===== src/rtl/fetch_stage.sv =====
// Instruction fetch stage: issues one imem request at a time at the current PC,
// buffers returned words with their PC in a 2-entry FIFO and squashes work on redirect.
module fetch_stage #(
    parameter int IMEM_AW = 32
) (
    input  logic               clk,
    input  logic               rst,
    input  logic [31:0]        i_pc_q,
    output logic               o_pc_en,
    output logic               o_pc_ld,
    output logic [31:0]        o_pc_next,
    input  logic               i_redirect_valid,
    input  logic [31:0]        i_redirect_pc,
    output logic               o_imem_req_valid,
    input  logic               i_imem_req_ready,
    output logic [IMEM_AW-1:0] o_imem_addr,
    input  logic               i_imem_rsp_valid,
    input  logic [31:0]        i_imem_rsp_data,
    output logic               o_out_valid,
    input  logic               i_out_ready,
    output logic [31:0]        o_out_instr,
    output logic [31:0]        o_out_pc
);

    typedef enum logic [1:0] {
        REQ,
        WAIT,
        DISCARD
    } state_t;

    state_t      r_state;
    state_t      w_nextState;
    logic [1:0]  r_count;
    logic        r_head;
    logic        r_tail;
    logic [31:0] r_reqPc;
    logic [63:0] r_fifo [2];

    logic        w_issue;
    logic        w_push;
    logic        w_pop;

    assign o_imem_req_valid = (r_state == REQ) && (r_count < 2'd2) && !i_redirect_valid;
    assign o_imem_addr      = i_pc_q[IMEM_AW-1:0];
    assign w_issue          = o_imem_req_valid && i_imem_req_ready;
    assign w_push           = (r_state == WAIT) && i_imem_rsp_valid && !i_redirect_valid;
    assign w_pop            = o_out_valid && i_out_ready;

    assign o_out_valid = (r_count != 2'd0);
    assign o_out_instr = r_fifo[r_head][31:0];
    assign o_out_pc    = r_fifo[r_head][63:32];

    // A redirect loads the counter; otherwise the counter steps only on an accepted request.
    always_comb begin
        o_pc_en   = w_issue || i_redirect_valid;
        o_pc_ld   = i_redirect_valid;
        o_pc_next = i_redirect_valid ? i_redirect_pc : 32'd0;
    end

    always_comb begin
        w_nextState = r_state;
        case (r_state)
            REQ: begin
                if (w_issue) w_nextState = WAIT;
            end
            WAIT: begin
                if (i_redirect_valid) w_nextState = i_imem_rsp_valid ? REQ : DISCARD;
                else if (i_imem_rsp_valid) w_nextState = REQ;
            end
            DISCARD: begin
                if (i_imem_rsp_valid) w_nextState = REQ;
            end
            default: w_nextState = REQ;
        endcase
    end

    always_ff @(posedge clk or posedge rst) begin
        if (rst) begin
            r_state <= REQ;
            r_reqPc <= 32'd0;
        end else begin
            r_state <= w_nextState;
            if (w_issue) r_reqPc <= i_pc_q;
        end
    end

    // A redirect flushes the FIFO and voids any pop in the same cycle.
    always_ff @(posedge clk or posedge rst) begin
        if (rst) begin
            r_count <= 2'd0;
            r_head  <= 1'b0;
            r_tail  <= 1'b0;
        end else if (i_redirect_valid) begin
            r_count <= 2'd0;
            r_head  <= 1'b0;
            r_tail  <= 1'b0;
        end else begin
            if (w_push) r_tail <= ~r_tail;
            if (w_pop) r_head <= ~r_head;
            case ({w_push, w_pop})
                2'b10:   r_count <= r_count + 2'd1;
                2'b01:   r_count <= r_count - 2'd1;
                default: r_count <= r_count;
            endcase
        end
    end

    always_ff @(posedge clk) begin
        if (w_push) r_fifo[r_tail] <= {r_reqPc, i_imem_rsp_data};
    end

endmodule


===== config.mk =====
export PLATFORM = sky130hd
export DESIGN_NAME = fetch_stage
export DESIGN_NICKNAME = d
export VERILOG_FILES = /design/src/rtl/fetch_stage.sv
export SDC_FILE = /design/constraint.sdc
export NUM_CORES = 1
export LEC_CHECK = 0
export BUFFER_PORTS_ARGS = -buffer_cell sky130_fd_sc_hd__buf_2
export CAP_MARGIN = 20
export CORE_UTILIZATION = 27
export CTS_CLUSTER_DIAMETER = 80
export CTS_CLUSTER_SIZE = 40
export DETAILED_ROUTE_END_ITERATION = 6
export GPL_TIMING_DRIVEN = 0
export PLACE_DENSITY = 0.54
export SLEW_MARGIN = 20
export SYNTH_ARGS = -nofsm -noshare
export SYNTH_HDL_FRONTEND = slang
export SYNTH_SLANG_ARGS = --single-unit

===== constraint.sdc =====
create_clock -name clk -period 13.9 [get_ports clk]
set_clock_uncertainty 0.15 [all_clocks]
set_input_delay 0.695 -clock clk [delete_from_list [all_inputs] [get_ports clk]]
set_output_delay 0.695 -clock clk [all_outputs]
set_load 0.005 [all_outputs]

-- After elaboration in Yosys (flattened, before gate mapping)
Memory sizes are Yosys's and may differ from the RTL's.
Cells that the tools add are included.
- equal/unequal tests: 5
- add/subtract/negate cells: 2
- muxes and demuxes: 14
- order comparisons: 1
- bitwise operators: 2
- reduce and logical (&&, ||, !) cells: 13
- operators by type and width (cell ; number):
    $mux 32 ; 1
    $mux 2 ; 5
    $logic_and 1x1->1 ; 6
    $mux 1 ; 6
    $pmux 2 s3 ; 1
    $reduce_bool 2->1 ; 3
    $eq 2x1->1 const B ; 2
    $eq 2x2->1 const B ; 2
    $pmux 2 s2 ; 1
    $reduce_bool 3->1 ; 1
    $add 2x1->2 const B ; 1
    $logic_not 2->1 ; 1
    $lt 2x2->1 const B ; 1
    $ne 2x2->1 const B ; 1
    $not 1->1 ; 2
    $sub 2x1->2 const B ; 1
    $logic_not 1->1 ; 1
    $logic_or 1x1->1 ; 1
- output and inout port bits: 132
- memories: 1
- memory bits (writable): 128
- logic and storage cells: 43
- flip-flop bits (word level): 38
- input bits: 102
- memory list (memory ; depth ; bits a word ; read ports ; clocked after Yosys merged registers in ; write ports ; line ; RTL):
    r_fifo ; 2 ; 64 ; 1 ; 0 ; 1 ; 37 ; logic [63:0] r_fifo [2];

-- Logic depth before layout (Yosys ltp)
- depth in word-level cells: 6
- mapped depth: 4
- mapped depth without buffers: 3

-- Least setup slack after synthesis
No wires, ideal clock.
- path type: input to register
- from: input i_imem_rsp_valid
- to: memory r_fifo[1][0], enable pin
- slack: 7578 ps
- path buffers: 0
- data arrival time: 5594 ps
- stages: 2
- data required time: 13172 ps
- setup time: 578 ps
- cells stage by stage: nand3b_1 nor3b_1
- cells in the longest elaborated chain, start to end: 4
- RTL lines (what ; line ; RTL):
    start, declared ; 17 ; input logic i_imem_rsp_valid,
    $logic_and 1x1->1 (2 in series) ; 46 ; assign w_push = (r_state == WAIT) && i_imem_rsp_valid && !i_redirect_valid;
    $mux 1 ; 109 ; if (w_push) r_fifo[r_tail] <= {r_reqPc, i_imem_rsp_data};
    $mux 1 (implied by the code) ; 109 ;
    end, declared ; 37 ;
No other way between the ends.

-- Worst setup path after layout
- from: register r_head
- to: output o_out_pc[0]
- cells in the longest elaborated chain, start to end: 1
- RTL lines (what ; line ; RTL):
    start, declared ; 34 ; logic r_head;
    start signal, assigned ; 99 ; if (w_pop) r_head <= ~r_head;
    $mem_v2 2x64 ; -- ;
    end, declared ; 22 ; output logic [31:0] o_out_pc
No other way between the ends.

==> results by group <==
Run status
  – Status: complete, no violations

Route
  – Detailed Route Iter0 Violations: 140
  – Antenna Nets Post-Route: 0
  – DR pass1 iterations: 4
  – Post-DR wirelength/cell: 15.52 µm
  – Residual DRC count: 0
  – Routed Wire Length: 15.14 mm
  – Drt via density: 4.176
  – Vias: 4072

Setup path
  – CP Cell Sequence: clkbuf_1 > buf_2 > mux2_2 > buf_2
  – CP Max Fanout: 10
  – Top delay family on crit path: buffers and inverters
  – Critical Path Most Common Cell: buf_2
  – Critical path data required time: 13.06 ns
  – Critical path class: flop to output pin
  – Element type at the critical path start: flop
  – Crit. End Element: output pin
  – Crit-path max cell delay: 0.48 ns
  – Slowest-stage cell, CP: clkbuf_1
  – CP arrival: 2.13 ns
  – CP bufs+invs: 3

Synth
  – Syn Inst Count: 369
  – Post-synthesis mux area share: 17.70%
  – Number of synthesized flops with an enable pin: 128
  – Seq cells post-synth: 166
  – Synth Area in Adders: 0%
  – Synthesized area per cell: 18.16 µm²
  – Part of the Yosys area used for sequential elements: 71.56%
  – Synth unique cells: 26
  – Simple-Gate Fraction of Synth Area: 4.799%
  – Cell area after synthesis: 6700 µm²
  – Post-Synth XOR/XNOR Area: 0.2614%
  – Synthesized net count: 471
  – Most used flip-flop cell after synthesis: edfxtp_1
  – Largest family of logic cells by synthesized area: multiplexers
  – Synth Area in Compound Gates: 0.5976%
  – Ys async rst share: 22.89%
  – Total number of yosys warnings: 0

Timing
  – Unrepaired setup endpoints after global routing: no
  – FMAX: 336.1 MHz
  – Crit share post-route: 21.41%
  – Final setup violation count: 0
  – Worst-margin pin slew: 0.6544 ns
  – Setup tns final: 0 ns
  – Final Critical Period: 2.976 ns
  – Max-slew headroom: 56.37%
  – Slew Limit Fails: 0
  – Hold Vio Cnt, Final: 0

Global route
  – Overflow after GRT: 0
  – First-pass GRT wire length: 23.49 mm
  – Largest net degree at the start of global routing: 24
  – GR Util All Layers: 12.18%
  – Vias in the first global route: 4565
  – Initial antenna violation count: 1

Clock tree
  – # clock sinks: 166
  – Post-CTS sizing: 0
  – Cts hold-fix bufs: 0
  – Clock Tree Buf Depth: 2
  – CTS tree: yes
  – Root Buffer: clkbuf_16
  – Clock Latency Late Sink: 0.41 ns
  – H-tree levels: 4
  – TritonCTS Buffers: 17
  – Clk slew on worst S/H paths: 0.07 ns
  – Post-CTS Setup Inserts: 0

Power
  – Leakage: 3.800 nW
  – Pwr dens: 130.8 nW/µm²
  – Peak supply drop: 0.06853 mV

Final layout
  – Finished Core Util: 37.02%
  – Antenna diode count: 0
  – Most frequent cells in the layout: buf_2, edfxtp_1, mux2_2
  – Commonest non-fill, non-tap cell in the layout: buf_2
  – Final net count: 740
  – Share of cells above drive strength 1: 64.98%
  – Area growth from synthesis to layout: 34.36%

Hold path
  – HP Class: input pin to asynchronous set/reset pin

Die
  – DIE HEIGHT: 159.5 µm
  – Initial Util: 27.55%
  – Io pins: 234
  – Chip Width: 159.5 µm
  – Die area: 25450 µm²
  – # rows: 57
  – Std-Cell Core Area: 24320 µm²

Place
  – Final Wtd Congestion: 0.8849
  – Port bufs: 233
  – Post-DP HPWL: 11.29 mm

Run
  – # Max-Cap Violations: 0
[Yosys cell counts (all sizes together) (2+ instances only)]
cell type | n | area [µm²]
mux2 | 96 | 1186
buf | 41 | 306.5
xor2 | 2 | 17.52
nor2 | 3 | 11.26
a21oi | 2 | 10.01
and2 | 32 | 200.2
nand3b | 2 | 15.01
edfxtp | 128 | 3844
nand2b | 3 | 18.77
inv | 3 | 11.26
nor3 | 3 | 15.01
clkbuf | 6 | 22.52
dfrtp | 38 | 950.9
[sequential cells by signal, indices dropped and copies added, names as in the netlist]
signal / flops
r_state: 2
r_reqPc: 32
r_count: 2
r_fifo: 128
r_tail: 1
r_head: 1
[layer usage]
layer	vias up	wire length [µm]	track usage, %
met3	20	924	3.517
met4	2	418	5.245
met2	189	7478	21.38
li1	1870	-	-
met1	1991	6295	13.74
met5	-	17	0
[layout make-up]
| cell class | instances | area, µm² |
|---|---|---|
| buffer | 47 | 329.1 |
| clock buffer | 19 | 432.9 |
| clock inverter | 13 | 147.6 |
| fill | 2332 | 15320 |
| inverter | 3 | 11.26 |
| multi-input combinational | 153 | 1575 |
| sequential | 166 | 4795 |
| tap | 324 | 405.4 |
| timing repair buffer | 250 | 1306 |
[worst paths after layout]
check	startpoint	endpoint	slack (ns)	cells past startpoint
worst max register to register	r_state[1]$_DFFE_PP0P_	r_fifo[1][16]$_DFFE_PP_	11.57	5
min in group clk	i_imem_rsp_valid	r_state[1]$_DFFE_PP0P_	0.32	2
worst min-delay path	rst	r_count[1]$_DFFE_PP0P_	0.12	2
max in group asynchronous	rst	r_reqPc[17]$_DFFE_PP0P_	12.97	3
worst max-delay path	r_head$_DFFE_PP0P_	o_out_pc[0]	10.92	4
worst min register to register	r_reqPc[3]$_DFFE_PP0P_	r_fifo[1][35]$_DFFE_PP_	0.33	0
[per-stage QoR]
stage / std cells / power, mW / area [µm²] / hold slack [ns] / setup WS (ns)
6_report: 975 / 1.177 / 9002 / 0.1232 / 10.92
4_1_cts: 975 / 1.197 / 9002 / 0.1239 / 10.79
3_3_place_gp: 926 / 0.7175 / 8272 / 0.3030 / 4.099
5_1_grt: 975 / 1.229 / 9002 / 0.1408 / 10.73
2_1_floorplan: 369 / 0.6694 / 6700 / 0.2866 / 7.578
3_5_place_dp: 943 / 0.7235 / 8422 / 0.3107 / 11.17
[cell families after synthesis]
| family | Yosys count |
|---|---|
| DFF | 166 |
| muxes | 96 |
| buffers and inverters | 50 |
| and+or+nand+nor | 49 |
| AOI/OAI and AO/OA | 6 |
| xor gates and xnor gates | 2 |
[worst register-to-register path: cells and delay by family (launching register included)]
family,cells,cell delay (ns)
buf+inv,3,0.68
simple gates,2,0.76
flops,1,0.44
[report_power, final]
part           total [mW]  switching [mW]  leakage [nW]  internal [mW]
Combinational       0.115          0.0441          1.91         0.0711
Clock               0.466           0.198         0.277          0.268
Sequential          0.596          0.0192          1.61          0.577
(Power assumes the default switching activity.)
